File: src/rtl/lc3_sext.sv
// LC-3 sign-extension unit: widens in[N-1:0] to 16 bits, with a registered, valid-qualified copy.
// Optional zero-extension select is compiled in with LC3_SEXT_ZEXT_EN.
module lc3_sext #(
  parameter int N = 5
) (
  input  logic        clk,
  input  logic        rst,
  input  logic [15:0] in,
  input  logic        in_valid,
`ifdef LC3_SEXT_ZEXT_EN
  input  logic        zext,
`endif
  output logic [15:0] out,
  output logic        neg,
  output logic [15:0] out_q,
  output logic        out_valid
);

  logic        fill;
  logic [15:0] data_d, data_q;
  logic        vld_d, vld_q;
  logic        unused_hi;

  // in[15:N] is deliberately ignored; fold it here so it is not flagged as dangling.
  assign unused_hi = ^in;

  assign neg = in[N-1];

`ifdef LC3_SEXT_ZEXT_EN
  assign fill = in[N-1] & ~zext;
`else
  assign fill = in[N-1];
`endif

  generate
    if (N < 1 || N > 16) begin : g_bad_n
      $error("lc3_sext: N must be in 1..16");
    end else if (N == 16) begin : g_full
      assign out = in;
    end else begin : g_ext
      assign out = {{(16-N){fill}}, in[N-1:0]};
    end
  endgenerate

  always_comb begin
    data_d = data_q;
    vld_d  = in_valid;
    if (in_valid) data_d = out;
  end

  always_ff @(posedge clk) begin
    if (rst) begin
      data_q <= '0;
      vld_q  <= 1'b0;
    end else begin
      data_q <= data_d;
      vld_q  <= vld_d;
    end
  end

  assign out_q     = data_q;
  assign out_valid = vld_q;

endmodule

File: config.mk
export PLATFORM = sky130hd
export DESIGN_NAME = lc3_sext
export DESIGN_NICKNAME = d
export VERILOG_FILES = /design/src/rtl/lc3_sext.sv
export SDC_FILE = /design/constraint.sdc
export NUM_CORES = 1
export LEC_CHECK = 0
export ABC_AREA = 1
export CORE_MARGIN = 1.5
export CORE_UTILIZATION = 28
export DETAILED_ROUTE_END_ITERATION = 6
export GPL_ROUTABILITY_DRIVEN = 0
export PLACE_DENSITY = 0.81
export SLEW_MARGIN = 30
export SYNTH_ARGS = -nofsm -noshare
export SYNTH_HDL_FRONTEND = slang
export SYNTH_SLANG_ARGS = --single-unit
File: constraint.sdc
create_clock -name clk -period 1.75 [get_ports clk]
set_clock_uncertainty 0.05 [all_clocks]
set_input_delay 0.35 -clock clk [delete_from_list [all_inputs] [get_ports clk]]
set_output_delay 0.35 -clock clk [all_outputs]
set_load 0.02 [all_outputs]
== Yosys cells after proc, flatten, opt, wreduce, memory -nomap -nowiden ==
Cells that the tools add are included.
Storage, ports and cells
  memories: 0
  bits in read-only memories: 0
  bits in registers: 6
  input bits: 19
  latch bits: 0
  memory bits (writable): 0
  logic and storage cells: 2
  output and inout bits: 34
Cells by class
  $mul: 0
  shifts and indexed selects: 0
  eq/ne operators: 0
  bitwise gates (word level): 0
  $lt $le $gt $ge: 0
  add/subtract/negate cells: 0
  multiplexer cells: 0
  div/mod/pow operators: 0
  reductions and logical operators: 0

== Depth between registers and ports, before layout ==
Gate-level depths: netlist of run 1.
  word-level depth: 0
  depth in mapped cells: 4
  mapped depth without buffers: 4

== Least setup slack after synthesis of run 1 ==
OpenSTA, ideal clock, no wires.
  path kind: flip-flop to output port
  start point: register out_q[4] (netlist name)
  end point: output out_q[10]
  required time: 1.350 ns
  arrival: 0.819 ns
  buffers on the path: 1
  path slack: 0.531 ns
  stages on the path, launching flop included: 2
  cells stage by stage: dfxtp_1 > buf_4
RTL lines
  end, declared: RTL line 15  | output logic [15:0] out_q,
No word-level cell between the ends.

== Final worst setup path of run 1 ==
  start point: input in[4]
  end point: output out[4]
RTL lines
  start, declared: RTL line 8  | input logic [15:0] in,
  end, declared: RTL line 13  | output logic [15:0] out,
No word-level cell between the ends.

==> impl_metrics.ini, run 1 <==
[run_status]
outcome = finished, final reports clean

[timing]
hold_viol_final = 0
finalCritPeriodShare = 0.983
setup_viol = 0
max_slew_margin = 0.747
period_needed_ns = 1.72
drv_slew = 0
rsz0062_at_grt = true
worst-slew-pin-transition_ns = 0.378
fmax_ghz = 0.581

[route]
dr.pass1.iters = 3
num_vias = 388
wl_per_cell_um = 9.24
ant_nets = 0
wl_um = 896
detail_route.vias_per_cell = 4.00
drt-initial-drc-count = 2
drc = 0

[synth]
synth_edf_count = 0
synthArstFlopShare = 0
synthCells = 63
ys_ff_latch = 6
yosysUniqueCellTypes = 8
syn-num-nets = 82
synth_area_um2 = 459
synth_top_area_frac = 0.458
synthTopCellsByCount = buf_4, nand2_1, inv_1, nor2_1, dfxtp_1
syn_area_per_cell_um2 = 7.29
yosys.area.top_type = buf_4
synthFlopType = dfxtp_1
synth_area_leaders = buf_4, dfxtp_1, nand2_1, inv_1, nor2_1
yosysMostFrequentCell = buf_4
seq_area_frac_synth = 0.262
yosys_warnings = 0

[clock_network]
root_buffer = clkbuf_4
insertion_delay_ns = 0.23
clk_pin_slew_ns = 0.04
cts_hold_buffers = 0
cts_tree = built
h-tree-depth = 1
cts_num_sinks = 6
clk_path_buf_depth = 2
cts_buffers = 3

[critical_path]
worst-path-max-fanout = 10
r2r_end = out_q[4]
cp.arrival_ns = 1.32
end_kind = primary output
cp-start-kind = input port
reg2reg_slack_ns = 1.04
worstSetupPathType = in2out
r2r-start = out_q[4]
worstPathRequired_ns = 1.35
ff2ff_path_depth = 2

[worst_hold_path]
holdPathStages = 2
hp-class = reg2reg
hold_start = out_q[2]
hold_end = out_q[2]

[global_routing]
grt_max_degree = 14
met2_usage = 0.209
grt_pass1_wl_mm = 1.42
grt_pass1_vias = 351
grtUsageTotal = 0.0977
antenna_found_initial = 0
grt.met3_usage = 0.0208
busiest_layer = met2
overflow = 0
use_met1 = 0.0842

[cells_and_area]
finalNonFillerCells = 97
n_antenna_cell = 0
fillers = 150
final_cell_area_um2 = 719
nNetsFinal = 102
layout-drive-gt1-share = 0.148
fin_util = 0.472
area_delta_synth_final_pct = 56.7

[floorplanning]
die_height_um = 43.5
core-area_um2 = 1520
die_area_um2 = 1890
io_pins = 53
die_w_um = 43.5
initial_utilization = 0.301
rows = 14

[pwr]
power_density_nw_per_um2 = 639
ir_drop_uv = 371
p_leak_nw = 0.470

[place]
dp_cells = 94
dpl_cell_area_um2 = 691
hpwl_um = 706
portBuffers = 41

[job]
maxCapViolCount = 0
critical path, cell delays in order:
cell and delay (ns):
clkdlybuf4s50_1 0.48, buf_4 0.15, dlygate4sd2_1 0.34
final cells by class:
cell class	count	area (um^2)	area share
multi-input combinational	21	91.3	0.127
inverter	7	26.3	0.0365
timing repair buffer	44	438	0.609
sequential	6	121	0.169
tap	16	20.0	0.0278
clock buffer	3	22.5	0.0313
worst max path at each step:
stage                   from         to  slack (ns)  cells after the start
CTS                 out_q[4]   out_q[4]        0.01                      1
floorplan           out_q[4]  out_q[10]        0.53                      1
detailed placement     in[4]     out[4]       -0.26                      3
global route           in[4]     out[4]       -0.01                      3
finish                 in[4]     out[4]        0.03                      3
global placement       in[4]        neg       -0.23                      3
routing by layer:
layer	part of all wire	vias to the layer above
li1	-	191
met4	0	0
met5	0	-
met2	0.55	27
met3	0.11	0
met1	0.34	170
where the power goes:
part           internal (W)  switching (W)  leakage, nW
clock             0.0000772      0.0000444       0.0138
sequential         0.000147     0.00000739       0.0502
combinational     0.0000852      0.0000989        0.406
timing repair:
action                                  4_1_cts  5_1_grt
setup buffers                                 0        0
endpoints found under the setup margin       29       22
cloned                                        0        0
gates resized for setup                      18       12
cells by family after synthesis:
group | after synthesis | share of synthesized area
simple gates | 21 | 0.199
flops | 6 | 0.262
buf+inv | 36 | 0.540
placed cells by master (no fill, tap or decap), drive strengths merged:
cell type,synthesis,routed
clkdlybuf4s50,0,15
dlygate4sd2,0,14
nor2,11,11
nand2,10,10
dlymetal6s2s,0,9
inv,7,7
dfxtp,6,6
clkbuf,0,3
clkdlybuf4s15,0,3
buf,29,3
stage by stage:
step / hold slack [ns] / total power (W) / worst slack (ns) / TNS [ns]
final: 0.441 / 0.000460 / 0.0303 / 0
after global routing: 0.483 / 0.000485 / -0.0126 / -0.0403
after CTS: 0.448 / 0.000470 / 0.0127 / 0
after detailed placement: 0.430 / 0.000359 / -0.264 / -3.49
after global placement: 0.411 / 0.000355 / -0.234 / -3.16
after floorplan: 0.371 / 0.000294 / 0.531 / 0
state kept, by name, summed over array words and instances (netlist names):
register / count
out_q: 5
out_valid: 1
No activity file was read; power rests on OpenSTA's default activity.
==> inputs of run 2 (changes only) <==
--- a/config.mk
+++ b/config.mk
@@ -7,10 +7,12 @@
 export LEC_CHECK = 0
 export ABC_AREA = 1
 export CORE_MARGIN = 1.5
-export CORE_UTILIZATION = 28
+export CORE_UTILIZATION = 29
+export CTS_BUF_LIST = sky130_fd_sc_hd__clkbuf_8
+export CTS_CLUSTER_SIZE = 16
 export DETAILED_ROUTE_END_ITERATION = 6
 export GPL_ROUTABILITY_DRIVEN = 0
-export PLACE_DENSITY = 0.81
+export PLACE_DENSITY = 0.84
 export SLEW_MARGIN = 30
 export SYNTH_ARGS = -nofsm -noshare
 export SYNTH_HDL_FRONTEND = slang
==> impl_metrics.ini, run 2 (synthesis gave the netlist of run 1 again) <==
[critical_path]
r2r-start = out_q[4]
worst-path-max-fanout = 7
worstSetupPathType = in2out
ff2ff_path_depth = 2
reg2reg_slack_ns = 1.04
worstPathRequired_ns = 1.35
cp-start-kind = input port
end_kind = primary output
cp.arrival_ns = 1.30
r2r_end = out_q[4]

[timing]
finalSetupTns_ns = 0
period_needed_ns = 1.70
max_slew_margin = 0.742
hold_viol_final = 0
worst_slack_ns = 0.0538
fin_hold_ws_ns = 0.429
rsz0062_at_grt = false
fmax_ghz = 0.590
drv_slew = 0
worst-slew-pin-transition_ns = 0.386
setup_viol = 0
finalCritPeriodShare = 0.969

[pwr]
p_leak_nw = 0.352
clkPwrFrac = 0.381
power_density_nw_per_um2 = 773
intPower_w = 0.000379
total_power_w = 0.000542
p_sw_w = 0.000164
p_comb_frac = 0.334
p_seq_frac = 0.285
ir_drop_uv = 400
p_sw_frac = 0.302

[cells_and_area]
largest_reg_flops = 5
area_delta_synth_final_pct = 52.9
n_antenna_cell = 0
nNetsFinal = 101
layout-drive-gt1-share = 0.138
final_cell_mix = clkdlybuf4s50_1, dlygate4sd2_1, nand2_1
finalNonFillerCells = 96
final_common_cell = clkdlybuf4s50_1

[job]
maxCapViolCount = 0

[clock_network]
insertion_delay_ns = 0.22
post_cts.repair.setup_buffers = 0
clk_path_buf_depth = 2
root_buffer = clkbuf_8
h-tree-depth = 1
clk_pin_slew_ns = 0.03
cts_buffers = 3
cts_tree = built
cts_num_sinks = 6

[floorplanning]
rows = 14
core-area_um2 = 1490
die_w_um = 42.8
initial_utilization = 0.308
die_area_um2 = 1830
die_height_um = 42.8
io_pins = 53

[route]
drt-initial-drc-count = 0
dr.pass1.iters = 1
wl_per_cell_um = 8.89
detail_route.vias_per_cell = 3.84
drc = 0
ant_nets = 0
num_vias = 369
wl_um = 853

[worst_hold_path]
hold_end = out_q[2]
hp-class = reg2reg
hold_start = out_q[2]
holdPathStages = 2

[global_routing]
grtUsageTotal = 0.0982
grt_pass1_wl_mm = 1.28
antenna_found_initial = 0
grt_pass1_vias = 288
grt_max_degree = 14
overflow = 0

[place]
dp_slack_ns = -0.234
hpwl_um = 682
dp_cells = 93
portBuffers = 41

[run_status]
outcome = finished, final reports clean
-- run 2: power by group through the flow --
stage | Sequential (W) | Combinational (W) | Clock (W)
2_1_floorplan | 0.000168 | 0.000127 | 0
3_3_place_gp | 0.000156 | 0.000197 | 0
3_5_place_dp | 0.000157 | 0.000201 | 0
4_1_cts | 0.000155 | 0.000184 | 0.000212
5_1_grt | 0.000156 | 0.000192 | 0.000224
6_report | 0.000155 | 0.000181 | 0.000206
-- run 2: final cells by class --
cell class / instances / area (um^2)
multi-input cells: 21 / 91.3
clock buffers: 3 / 41.3
flip-flops and latches: 6 / 121
inverters: 7 / 26.3
repair buffers: 43 / 402
fillers: 155 / 787
well taps: 16 / 20.0
-- run 2: metal layers --
metal / GRT usage / wire, um / share of wire
met5: 0 / 0 / 0
met3: 0.0809 / 112 / 0.13
met2: 0.164 / 433 / 0.51
met4: 0.0188 / 0 / 0
met1: 0.0935 / 307 / 0.36
-- run 2: worst max path at each step --
| stage | to | slack, ns | start |
|---|---|---|---|
| floorplan | out_q[10] | 0.53 | out_q[4] |
| global placement | out[13] | -0.21 | in[4] |
| detailed placement | out[8] | -0.23 | in[4] |
| CTS | out[8] | 0.04 | in[4] |
| global route | out[12] | 0.007 | in[4] |
| finish | out[12] | 0.05 | in[4] |
-- run 2: timing repair --
| item | in CTS | in global routing |
|---|---|---|
| gates resized for setup | 20 | 0 |
| hold endpoints to repair | 0 | 0 |
| hold buffers | 0 | 0 |
| endpoints found under the setup margin | 29 | 0 |
-- run 2: through the flow --
stage,util,cell area (um^2)
after CTS,0.471,702
after floorplan,-,459
after global placement,0.459,683
final,0.471,702
after global routing,0.471,702
after detailed placement,0.459,683
-- run 2: critical path, cell delays in order --
cell,delay [ns]
clkdlybuf4s50_1,0.47
buf_4,0.13
dlygate4sd2_1,0.34
